**src/rtl/pipe_hazard_ctrl_if.sv**
```systemverilog
// pipe_hazard_ctrl_if: decode/EX status in, pipeline-register controls and counters out.
interface pipe_hazard_ctrl_if;
   logic        id_valid;
   logic [4:0]  id_rs1_idx;
   logic [4:0]  id_rs2_idx;
   logic        id_uses_rs1;
   logic        id_uses_rs2;
   logic        ex_valid;
   logic [4:0]  ex_rd_idx;
   logic        ex_is_load;
   logic        ex_is_mc;
   logic        mc_done;
   logic        ex_redirect;
   logic        pc_en;
   logic        if_id_en;
   logic        if_id_flush;
   logic        id_ex_en;
   logic        id_ex_flush;
   logic        ex_hold;
   logic        mc_timeout;
   logic        ctrl_state;
   logic [31:0] stall_cnt;
   logic [31:0] flush_cnt;
   modport master (
      output id_valid, id_rs1_idx, id_rs2_idx, id_uses_rs1, id_uses_rs2,
             ex_valid, ex_rd_idx, ex_is_load, ex_is_mc, mc_done, ex_redirect,
      input  pc_en, if_id_en, if_id_flush, id_ex_en, id_ex_flush, ex_hold,
             mc_timeout, ctrl_state, stall_cnt, flush_cnt
   );
   modport slave (
      input  id_valid, id_rs1_idx, id_rs2_idx, id_uses_rs1, id_uses_rs2,
             ex_valid, ex_rd_idx, ex_is_load, ex_is_mc, mc_done, ex_redirect,
      output pc_en, if_id_en, if_id_flush, id_ex_en, id_ex_flush, ex_hold,
             mc_timeout, ctrl_state, stall_cnt, flush_cnt
   );
endinterface

```
**src/rtl/pipe_hazard_ctrl.sv**
```systemverilog
// pipe_hazard_ctrl: load-use / redirect / multi-cycle stall control for the 5-stage pipeline.
// Perf counters built only when PIPE_HAZARD_CTRL_PERF_EN is defined.
module pipe_hazard_ctrl #(
   parameter int MC_MAX_CYCLES = 64
) (
   input logic clk,
   input logic rst_n,
   pipe_hazard_ctrl_if.slave bus
);
   localparam int CW = $clog2(MC_MAX_CYCLES + 1);
   typedef enum logic {RUN = 1'b0, MC_WAIT = 1'b1} state_t;
   state_t state, state_nxt;
   logic [CW-1:0] mc_cnt, mc_cnt_nxt;
   logic mc_timeout, set_timeout, load_use;
   assign load_use = bus.ex_valid & bus.ex_is_load & (bus.ex_rd_idx != 5'd0) & bus.id_valid &
                     ((bus.id_uses_rs1 & (bus.id_rs1_idx == bus.ex_rd_idx)) |
                      (bus.id_uses_rs2 & (bus.id_rs2_idx == bus.ex_rd_idx)));
   always_comb begin
      bus.pc_en       = 1'b1;
      bus.if_id_en    = 1'b1;
      bus.id_ex_en    = 1'b1;
      bus.if_id_flush = 1'b0;
      bus.id_ex_flush = 1'b0;
      bus.ex_hold     = 1'b0;
      state_nxt       = state;
      mc_cnt_nxt      = mc_cnt;
      set_timeout     = 1'b0;
      if (state == RUN) begin
         if (bus.ex_redirect) begin
            bus.if_id_flush = 1'b1;
            bus.id_ex_flush = 1'b1;
         end else if (bus.ex_valid & bus.ex_is_mc & ~bus.mc_done) begin
            bus.pc_en    = 1'b0;
            bus.if_id_en = 1'b0;
            bus.id_ex_en = 1'b0;
            bus.ex_hold  = 1'b1;
            state_nxt    = MC_WAIT;
            mc_cnt_nxt   = CW'(1);
         end else if (load_use) begin
            bus.pc_en       = 1'b0;
            bus.if_id_en    = 1'b0;
            bus.id_ex_flush = 1'b1;
         end
      end else if (bus.mc_done || mc_cnt == CW'(MC_MAX_CYCLES - 1)) begin
         // natural or forced release: the pipeline resumes this cycle
         state_nxt   = RUN;
         mc_cnt_nxt  = '0;
         set_timeout = ~bus.mc_done;
      end else begin
         bus.pc_en    = 1'b0;
         bus.if_id_en = 1'b0;
         bus.id_ex_en = 1'b0;
         bus.ex_hold  = 1'b1;
         mc_cnt_nxt   = mc_cnt + 1'b1;
      end
   end
   always_ff @(posedge clk or negedge rst_n) begin
      if (!rst_n) begin
         state      <= RUN;
         mc_cnt     <= '0;
         mc_timeout <= 1'b0;
      end else begin
         state      <= state_nxt;
         mc_cnt     <= mc_cnt_nxt;
         mc_timeout <= mc_timeout | set_timeout;
      end
   end
   assign bus.mc_timeout = mc_timeout;
   assign bus.ctrl_state = state;
`ifdef PIPE_HAZARD_CTRL_PERF_EN
   always_ff @(posedge clk or negedge rst_n) begin
      if (!rst_n) begin
         bus.stall_cnt <= '0;
         bus.flush_cnt <= '0;
      end else begin
         if (!bus.pc_en && bus.stall_cnt != 32'hFFFF_FFFF) bus.stall_cnt <= bus.stall_cnt + 32'd1;
         if (bus.if_id_flush && bus.flush_cnt != 32'hFFFF_FFFF) bus.flush_cnt <= bus.flush_cnt + 32'd1;
      end
   end
`else
   assign bus.stall_cnt = '0;
   assign bus.flush_cnt = '0;
`endif
endmodule

```
**src/flat_wrapper.sv**
```systemverilog
// flat-port wrapper written by rule: the top's interface ports become plain ports
module pipe_hazard_ctrl_flat 
#(
   parameter int MC_MAX_CYCLES = 64
)
  (clk, rst_n, bus_id_valid, bus_id_rs1_idx, bus_id_rs2_idx, bus_id_uses_rs1, bus_id_uses_rs2, bus_ex_valid, bus_ex_rd_idx, bus_ex_is_load, bus_ex_is_mc, bus_mc_done, bus_ex_redirect, bus_pc_en, bus_if_id_en, bus_if_id_flush, bus_id_ex_en, bus_id_ex_flush, bus_ex_hold, bus_mc_timeout, bus_ctrl_state, bus_stall_cnt, bus_flush_cnt);
  pipe_hazard_ctrl_if bus_i ();
  input logic clk;
  input logic rst_n;
  input wire logic [$bits(bus_i.id_valid)-1:0] bus_id_valid;
  input wire logic [$bits(bus_i.id_rs1_idx)-1:0] bus_id_rs1_idx;
  input wire logic [$bits(bus_i.id_rs2_idx)-1:0] bus_id_rs2_idx;
  input wire logic [$bits(bus_i.id_uses_rs1)-1:0] bus_id_uses_rs1;
  input wire logic [$bits(bus_i.id_uses_rs2)-1:0] bus_id_uses_rs2;
  input wire logic [$bits(bus_i.ex_valid)-1:0] bus_ex_valid;
  input wire logic [$bits(bus_i.ex_rd_idx)-1:0] bus_ex_rd_idx;
  input wire logic [$bits(bus_i.ex_is_load)-1:0] bus_ex_is_load;
  input wire logic [$bits(bus_i.ex_is_mc)-1:0] bus_ex_is_mc;
  input wire logic [$bits(bus_i.mc_done)-1:0] bus_mc_done;
  input wire logic [$bits(bus_i.ex_redirect)-1:0] bus_ex_redirect;
  output wire logic [$bits(bus_i.pc_en)-1:0] bus_pc_en;
  output wire logic [$bits(bus_i.if_id_en)-1:0] bus_if_id_en;
  output wire logic [$bits(bus_i.if_id_flush)-1:0] bus_if_id_flush;
  output wire logic [$bits(bus_i.id_ex_en)-1:0] bus_id_ex_en;
  output wire logic [$bits(bus_i.id_ex_flush)-1:0] bus_id_ex_flush;
  output wire logic [$bits(bus_i.ex_hold)-1:0] bus_ex_hold;
  output wire logic [$bits(bus_i.mc_timeout)-1:0] bus_mc_timeout;
  output wire logic [$bits(bus_i.ctrl_state)-1:0] bus_ctrl_state;
  output wire logic [$bits(bus_i.stall_cnt)-1:0] bus_stall_cnt;
  output wire logic [$bits(bus_i.flush_cnt)-1:0] bus_flush_cnt;
  assign bus_i.id_valid = bus_id_valid;
  assign bus_i.id_rs1_idx = bus_id_rs1_idx;
  assign bus_i.id_rs2_idx = bus_id_rs2_idx;
  assign bus_i.id_uses_rs1 = bus_id_uses_rs1;
  assign bus_i.id_uses_rs2 = bus_id_uses_rs2;
  assign bus_i.ex_valid = bus_ex_valid;
  assign bus_i.ex_rd_idx = bus_ex_rd_idx;
  assign bus_i.ex_is_load = bus_ex_is_load;
  assign bus_i.ex_is_mc = bus_ex_is_mc;
  assign bus_i.mc_done = bus_mc_done;
  assign bus_i.ex_redirect = bus_ex_redirect;
  assign bus_pc_en = bus_i.pc_en;
  assign bus_if_id_en = bus_i.if_id_en;
  assign bus_if_id_flush = bus_i.if_id_flush;
  assign bus_id_ex_en = bus_i.id_ex_en;
  assign bus_id_ex_flush = bus_i.id_ex_flush;
  assign bus_ex_hold = bus_i.ex_hold;
  assign bus_mc_timeout = bus_i.mc_timeout;
  assign bus_ctrl_state = bus_i.ctrl_state;
  assign bus_stall_cnt = bus_i.stall_cnt;
  assign bus_flush_cnt = bus_i.flush_cnt;
  pipe_hazard_ctrl #(.MC_MAX_CYCLES(MC_MAX_CYCLES)) u_core (.clk(clk), .rst_n(rst_n), .bus(bus_i));
endmodule
```
**config.mk**
```make
export PLATFORM = sky130hd
export DESIGN_NAME = pipe_hazard_ctrl_flat
export DESIGN_NICKNAME = d
export VERILOG_FILES = /design/src/rtl/pipe_hazard_ctrl_if.sv /design/src/rtl/pipe_hazard_ctrl.sv /design/src/flat_wrapper.sv
export SDC_FILE = /design/constraint.sdc
export NUM_CORES = 1
export LEC_CHECK = 0
export ABC_AREA = 1
export ABC_CLOCK_PERIOD_IN_PS = 2000
export BUFFER_PORTS_ARGS = -buffer_cell sky130_fd_sc_hd__buf_4
export CORE_MARGIN = 8
export CORE_UTILIZATION = 43
export DETAILED_ROUTE_END_ITERATION = 7
export PLACE_DENSITY = 0.82
export SLEW_MARGIN = 20
export SYNTH_ARGS = -nofsm -noshare
export SYNTH_HDL_FRONTEND = slang
export SYNTH_SLANG_ARGS = --single-unit
export TNS_END_PERCENT = 20
```
**constraint.sdc**
```tcl
create_clock -name clk -period 2 [get_ports clk]
set_input_delay 0.1 -clock clk [delete_from_list [all_inputs] [get_ports clk]]
set_output_delay 0.1 -clock clk [all_outputs]
set_load 0.005 [all_outputs]
```
# ---- Yosys cells after proc, flatten, opt, wreduce, memory -nomap -nowiden
# Index checks and enable logic that the tools add are counted.
dict set report op_classes {
  n_addsub 1
  eq_ne 4
  muxes 24
  bitwise_logic 11
  n_reduce_logical 4
}
# operator count
set ops {}
lappend ops {{two-way mux 7 bit} 4}
lappend ops {{two-way mux 1 bit} 20}
lappend ops {{equality test 5 bit} 2}
lappend ops {{AND 1 bit} 8}
lappend ops {{adder 7 x 1 -> 7 bit (second input constant)} 1}
lappend ops {{equality test 7 x 6 -> 1 bit (second input constant)} 1}
lappend ops {{nonzero test 5 bit} 1}
lappend ops {{!= test 2 x 1 -> 1 bit (second input constant)} 1}
lappend ops {{OR 1 bit} 2}
lappend ops {{AND reduction 2 bit} 1}
lappend ops {{nonzero test 2 bit} 1}
lappend ops {{logical OR 1 bit} 1}
lappend ops {{inverter 1 bit} 1}
dict set report word_totals {
  register_bits 9
  input_bits 25
  out_inout_bits 72
  wordCells 47
}

# ---- Logic depth before layout (Yosys ltp)
# Gate-level depths: netlist (run 1).
dict set report logic_depth {
  depth_word 8
  mapped_depth 10
  depth_no_buf 9
}

# ---- Worst setup path before layout (run 1)
# OpenSTA, ideal clock, no wires.
dict set report synth_path {
  path_type {register to output}
  start {register u_core.mc_cnt[0]}
  end {output port bus_pc_en}
  arrival_time_ns 1.290
  t_required_ns 1.900
  slack_ns 0.610
  stages_incl_launch_ff 11
  path_buffers 1
  path_cell_list {dfrtp_1 ha_1 nand2_2 nor2_4 nand2_4 nand3_4 o21ai_4 clkinv_4 nand2_1 inv_1 buf_4}
}
dict set report synth_between {
  elab_chain_len 4
}
# element line
set synth_rtl {}
lappend synth_rtl {{start, declared} pipe_hazard_ctrl.sv:13} ;# logic [CW-1:0] mc_cnt, mc_cnt_nxt;
lappend synth_rtl {{start signal, assigned} pipe_hazard_ctrl.sv:64} ;# mc_cnt <= mc_cnt_nxt;
lappend synth_rtl {{equality test 7 x 6 -> 1 bit} pipe_hazard_ctrl.sv:44} ;# end else if (bus.mc_done || mc_cnt == CW'(MC_MAX_CYCLES - 1)) begin
lappend synth_rtl {{logical OR 1 bit} pipe_hazard_ctrl.sv:44}
lappend synth_rtl {{two-way mux 1 bit (2 in series)} --}
lappend synth_rtl {{end, declared} flat_wrapper.sv:21} ;# output wire logic [$bits(bus_i.pc_en)-1:0] bus_pc_en;
# Every way passes these cells.

# ---- Final worst setup path (run 1)
dict set report layout_path {
  start {register u_core.mc_cnt[0]}
  end {output port bus_if_id_en}
}
dict set report layout_between {
  elab_chain_len 4
}
# element line
set layout_rtl {}
lappend layout_rtl {{equality test 7 x 6 -> 1 bit} pipe_hazard_ctrl.sv:44}
lappend layout_rtl {{logical OR 1 bit} pipe_hazard_ctrl.sv:44}
lappend layout_rtl {{two-way mux 1 bit} pipe_hazard_ctrl.sv:44}
lappend layout_rtl {{two-way mux 1 bit} pipe_hazard_ctrl.sv:28} ;# if (state == RUN) begin
lappend layout_rtl {{end, declared} flat_wrapper.sv:22} ;# output wire logic [$bits(bus_i.if_id_en)-1:0] bus_if_id_en;
# Every way passes these cells.

==> impl_results.md, run 1 <==
- Xor and xnor fraction of the mapped netlist area: about 2.1%
- Design internal power: roughly 350 uW
- Psw: between 150 and 200 uW
- Final-report max-slew violation count: 0
- Switching Share: 34.7%
- Non-Filler Cell Area, Final: about 0.0013 mm^2
- Post-synth EDFFs: 0
- Finish-stage setup viols: 0
- Logic depth of the worst setup path including buffers: 10
- Fin crit period: between 1500 and 2000 ps
- CTS tree: done
- Worst R2R Setup Slack: between 700 and 800 ps
- Reg2reg path depth: 7
- Type of the worst setup path: register to output pin
- Number of sinks driven by the clock tree: 9
- Initial core utilization: between 40% and 50%
- Synth Area in Compound Gates: 8.55%
- Data arrival time of the worst path: ~1600 ps
- Height of the die: ~70 um
- Areal power density over the cells: between 400 and 500 mW/mm^2
- Number of levels in the clock H-tree: 1
- Final Hold Violating Endpoints: 0
- Vias after detailed routing: between 1000 and 1500
- Avg Vias per Cell: ~4
- Violation count after the first detailed-route iteration: 39
- Portion of total power attributed to combinational logic: approximately a third
- Type of the worst min-delay path: primary input to async pin
- Number of nets still failing antenna checks after routing: 0
- WP data required: ~1900 ps
- Maximum capacitance violations: 0
- Via count of the first global-routing pass: between 1000 and 1500
- Worst voltage drop across the vdd grid: between 0.2 and 0.25 mV
- Leak Pwr: ~0.82 nW
- Insertion delay to the later sink of the worst-skew pair: between 200 and 300 ps
- Setup TNS after final layout: 0 ps
- Initial antenna violation count: 0
- Global router's overall resource usage: 9.90%
- Root Buffer: clkbuf_4
- Part of the total power dissipated in sequential elements: 39.4%
- Delay contributed by the slowest stage of the critical path: ~400 ps
- Wire per inst: between 10 and 15 um
- Adder-cell area share of the yosys netlist: 0.994%
- Leading cell type in the layout, fill and taps excluded: conb_1
- CP Max Fanout: 5
- Number of distinct standard cells referenced by the synthesized netlist: 26
- Clock share of power: a little over a quarter
- Worst-path clk slew: roughly 60 ps
- End point of the critical path: bus_if_id_en
- Launch point of the critical path: u_core.mc_cnt[0]
- Post_cts resized: 0
- Total inserted antenna cells: 0
- Horizontal extent of the die: 70.1 um
- Area fraction in and, or, nand and nor cells after synthesis: about a quarter
- Critical path's top delay family: flip-flops
- Critical Path Sink Type: output pin
- Outcome: completed
- Largest net degree at the start of global routing: 10
- I/O Pins: between 90 and 100
- Clk_skew: 2.47 ps
- Yosys warnings: 0
- Final net count: approximately 250
- Crit-path slowest cell: dfrtp_1
- Maximum buffer depth of the clock tree: 2
- Number of instances in the synthesized netlist: 185
- Hold Buf Count CTS: 1
- Startpoint class of the critical path: register
- Register bit count reported by yosys: 9
- Placeable core area: ~0.0028 mm^2
- Area of the mapped netlist: between 0.001 and 0.0015 mm^2
- Drc violations: 0
- Final Wtd Congestion: 0.824
- Fmax: 576 MHz
- Quantity of I/O buffers inserted on ports: 32
- Cell-by-cell trace of the critical path: ha_1 -> nand2_2 -> nor2_4 -> nand2_4 -> nand3_4 -> o21ai_4 -> clkinv_4 -> nand2_1 -> inv_1 -> buf_4
- Multiplexer share of the synthesized area: 0%
- Die area: 0.00491 mm^2
- Share of the cycle needed by the critical path after routing: around 87%
- Estimated wirelength of the detail-placed design: between 2 and 2.5 mm
- Synthesized area per cell: between 6 and 7 um^2
- Combinational family with the most area after synthesis: buffers and inverters
- First-pass iteration count of the detailed router: 4
- Most common flop cell mapped by yosys: dfrtp_1
- Sequential fraction of the synthesis area: 17.9%
- Count of buffers added by post-CTS timing repair for setup: 0
- Placement-stage cell area: 0.00129 mm^2
- Site Rows: 19
- Share of layout cells above drive strength 1: 22.3%
- RSZ-0062 raised after global routing: no
- First-pass GRT wire length: roughly 4 mm
- R2r endpoint: u_core.mc_cnt[6]
- Wire length after detailed routing: 2.67 mm
- Clock buffers created by TritonCTS: 3
- Commonest cells after routing, fill and taps aside: 64 x conb_1, 39 x nand2_1, 32 x buf_4
- Startpoint of the lowest-slack register-to-register path: u_core.mc_cnt[0]
- Worst path buffer plus inverter count: 3
- Relative area change from synthesis to final layout: 5.07%
- Fraction of synthesis flops using an asynchronous set or reset pin: 100%
- Remaining global-route overflow: 0
per-stage QoR:
stage          util [%]  hold slack [ps]  setup WS, ps  instances  power [mW]
6_report           47.5              197           265        251       0.532
3_3_place_gp       46.2            -71.2           584        246       0.381
4_1_cts            47.5              196           249        251       0.532
2_1_floorplan         -             -196           610        248       0.403
5_1_grt            47.5              195           140        251       0.572
3_5_place_dp       46.2            -69.0           538        246       0.386
power groups by stage:
stage / logic, mW / registers, mW / clock network (mW)
4_1_cts: 0.175 / 0.209 / 0.148
2_1_floorplan: 0.193 / 0.210 / 0
3_3_place_gp: 0.170 / 0.211 / 0
3_5_place_dp: 0.174 / 0.212 / 0
6_report: 0.180 / 0.209 / 0.143
5_1_grt: 0.206 / 0.213 / 0.153
area by class of cell:
type                    count  area (um^2)
fillers                   317         1460
clock buffers               4         26.3
well taps                  31         38.8
flip-flops and latches      9          225
inverters                  26          103
multi-input cells         148          679
repair buffers             33          250
cell families (layout without fill, tap and decap cells):
kind of cell,after synthesis,in the layout
buffers and inverters,91,63
AO/OA/AOI/OAI,16,16
adder cells (fa/ha/maj),1,1
flip-flops,9,9
XOR/XNOR,3,3
AND/OR/NAND/NOR,64,64
other,1,64
state kept, by name (all words and copies together), names as in the netlist:
register / count
u_core.mc_cnt: 7
u_core.bus.mc_timeout: 1
u_core.bus.ctrl_state: 1
cells in the mapped netlist (2+ instances only):
cell type,n,area [um^2]
o21bai_1,3,22.5
inv_1,22,82.6
a21oi_1,2,10.0
o22ai_1,2,12.5
nor2_2,2,12.5
buf_4,65,488
nor2_1,11,41.3
nand2_2,2,12.5
o21ai_0,5,25.0
nand2_1,39,146
nand3_1,6,30.0
dfrtp_1,9,225
inv_2,3,11.3
xor2_1,2,17.5
worst min-delay path by stage:
stage	cells after the start	end	slack (ps)
2_1_floorplan	0	u_core.bus.ctrl_state	-200
3_3_place_gp	1	u_core.mc_cnt[6]	-70
3_5_place_dp	1	u_core.mc_cnt[6]	-70
4_1_cts	2	u_core.bus.mc_timeout	200
5_1_grt	2	u_core.mc_cnt[4]	190
6_report	2	u_core.mc_cnt[4]	200
routing by layer:
metal	track usage (%)	up-vias	routed length [um]
met5	0	-	0
met1	11.0	444	1100
met2	16.0	52	1320
met3	3.53	5	211
met4	5.36	0	45
li1	-	501	-
(Power assumes the default switching activity.)
==> run 2: changes to the inputs <==
--- a/constraint.sdc
+++ b/constraint.sdc
@@ -3,2 +3,2 @@
 set_output_delay 0.1 -clock clk [all_outputs]
-set_load 0.005 [all_outputs]
+set_load 0.1 [all_outputs]
==> run 2 against run 1 <==
Effect of this change: count of clock-buffer cells in the layout did not move; worst hold slack improved by 1.0 ps; clock power rose by 4%; combinational power rose to 4.2 times the previous value; final cell count rose by 0.40%; register-to-register slack improved by 20 ps; clock skew rose by 0.57 ps; worst setup slack got worse by 160 ps; critical path type unchanged; largest power group is now combinational cells.
==> impl_results.md, run 2 (same netlist as run 1, synthesis figures left out) <==
- Outcome: completed
- Fmax: 527 MHz (-8.6%)
- Vias after detailed routing: 983 (-1.9%)
- Hold WS: 198 ps (+1.04 ps)
- Horizontal extent of the die: 70.1 um (unchanged)
- Share of the cycle needed by the critical path after routing: 94.9% (+8.1 points)
- Crit-path slowest cell: dfrtp_1
- Via count of the first global-routing pass: 1009 (+0.70%)
- Total inserted antenna cells: 0 (unchanged)
- Die area: 0.00491 mm^2 (unchanged)
- Largest net degree at the start of global routing: 10 (unchanged)
- First-pass GRT wire length: 4.32 mm (+5.0%)
- Delay contributed by the slowest stage of the critical path: 400 ps (about the same)
- Global router's overall resource usage: 10.1% (+0.23 points)
- Estimated wirelength of the detail-placed design: 2.47 mm (+1.1%)
- Number of flip-flops under the largest register name: 7 (unchanged)
- Number of nets still failing antenna checks after routing: 0 (unchanged)
- Worst voltage drop across the vdd grid: 0.515 mV (+130%)
- WP data required: 1900 ps (about the same)
- Number of fillers in the final layout: 267 (-16%)
- Commonest cells after routing, fill and taps aside: 64 x conb_1, 38 x nand2_1, 31 x buf_4
- Drc violations: 0 (unchanged)
- Wire per inst: 11.1 um (+4.6%)
- Site Rows: 19 (unchanged)
- Critical Path Sink Type: output pin
- Reg2reg path depth: 8 (+1)
- Most common cell type on the critical path: nand2_4
- Fin crit period: 1900 ps (+163 ps)
- Worst-path clk slew: 70 ps (about the same)
- Final Hold Violating Endpoints: 0 (unchanged)
- Number of levels in the clock H-tree: 1 (unchanged)
- Quantity of I/O buffers inserted on ports: 32 (unchanged)
- Number of standard cells in the layout, taps in and fillers out: 252 (+0.40%)
- Finish-stage setup viols: 0 (unchanged)
- Overall power of the completed layout: 1.12 mW (+110%)
- Type of the worst min-delay path: primary input to async pin
- Leading cell type in the layout, fill and taps excluded: conb_1
- Data arrival time of the worst path: 1800 ps (+160 ps)
- Final net count: 248 (+0.40%)
- Startpoint class of the critical path: register
- Number of cells in the design after placement: 246 (unchanged)
- Leak Pwr: 0.832 nW (+1.7%)
- First-pass iteration count of the detailed router: 4 (unchanged)
- Final-report max-slew violation count: 0 (unchanged)
- Non-Filler Cell Area, Final: 0.00138 mm^2 (+4.4%)
- Root Buffer: clkbuf_4
- Share of layout cells above drive strength 1: 24.9% (+2.6 points)
- Clk_skew: 3.04 ps (+0.568 ps)
- Relative area change from synthesis to final layout: 9.64%
- Initial core utilization: 45.3% (unchanged)
- Avg Vias per Cell: 3.90 (-2.3%)
- Maximum buffer depth of the clock tree: 2 (unchanged)
- Maximum capacitance violations: 0 (unchanged)
- Initial antenna violation count: 0 (unchanged)
- CTS tree: done
- Insertion delay to the later sink of the worst-skew pair: 270 ps (about the same)
- Violation count after the first detailed-route iteration: 56 (+44%)
- Number of sinks driven by the clock tree: 9 (unchanged)
- Clock buffers created by TritonCTS: 3 (unchanged)
- Placement-stage cell area: 0.00131 mm^2 (+1.8%)
- Cell-by-cell trace of the critical path: ha_2 -> nand2_2 -> nor2_4 -> nand2_4 -> nand2_1 -> a21oi_1 -> nand3_1 -> nand2_4 -> clkinvlp_4 -> buf_12
- Placeable core area: 0.00278 mm^2 (unchanged)
- Remaining global-route overflow: 0 (unchanged)
- Largest register by flop count: u_core.mc_cnt
- Areal power density over the cells: 811 mW/mm^2 (+100%)
- Height of the die: 70.1 um (unchanged)
- Type of the worst setup path: register to output pin
- CP Max Fanout: 3 (-2)
- Final Wtd Congestion: 0.792 (-4.0%)
- I/O Pins: 97 (unchanged)
- Wire length after detailed routing: 2.81 mm (+5.1%)
run 2: metal layers:
| metal | GRT usage (%) | part of all wire [%] |
|---|---|---|
| met4 | 3.35 | 1.2 |
| met3 | 2.97 | 6.7 |
| met2 | 16.4 | 48 |
| met1 | 12.4 | 44 |
| met5 | 0 | 0 |
run 2: timing repair:
action	in CTS	in global routing
hold buffers	1	0
buffers inserted	0	1
hold endpoints to repair	9	0
gates resized for setup	0	7
setup endpoints to repair	0	2
run 2: per-stage QoR:
stage,setup TNS [ps],util (%),setup slack (ps)
after floorplan,-1580,-,-774
after global placement,0,47.1,406
after detailed placement,0,47.1,345
after CTS,0,48.4,54.2
after global routing,-6.61,49.6,-3.50
final,0,49.6,102
run 2: path summary, 6_finish.rpt:
path	startpoint	end	slack, ps
setup / recovery	u_core.mc_cnt[0]	bus_pc_en	100
hold reg to reg	u_core.bus.mc_timeout	u_core.bus.mc_timeout	490
max in group asynchronous	rst_n	u_core.bus.ctrl_state	1650
hold / removal	rst_n	u_core.mc_cnt[6]	200
min in group clk	bus_mc_done	u_core.bus.mc_timeout	240
setup reg to reg	u_core.mc_cnt[1]	u_core.mc_cnt[0]	730
run 2: layout make-up:
class / instances / area [um^2] / share of cell area, %
multi-input cells: 148 / 697 / 50.5
clock buffers: 4 / 26.3 / 1.90
repair buffers: 34 / 283 / 20.5
inverters: 26 / 106 / 7.71
well taps: 31 / 38.8 / 2.81
flip-flops and latches: 9 / 229 / 16.6
run 2: critical path: cells and delay by family (launching register included):
family / cells / cell delay, ps
buffers and inverters: 2 / 320
flip-flops: 1 / 400
adder cells (fa/ha/maj): 1 / 210
AND/OR/NAND/NOR: 6 / 490
AO/OA/AOI/OAI: 1 / 120
run 2: report_power, final:
group          total [mW]  internal, mW  switching [mW]
Clock               0.149        0.0772          0.0722
Sequential          0.210         0.196          0.0144
Combinational       0.759        0.0908           0.669
Total                1.12         0.364           0.755
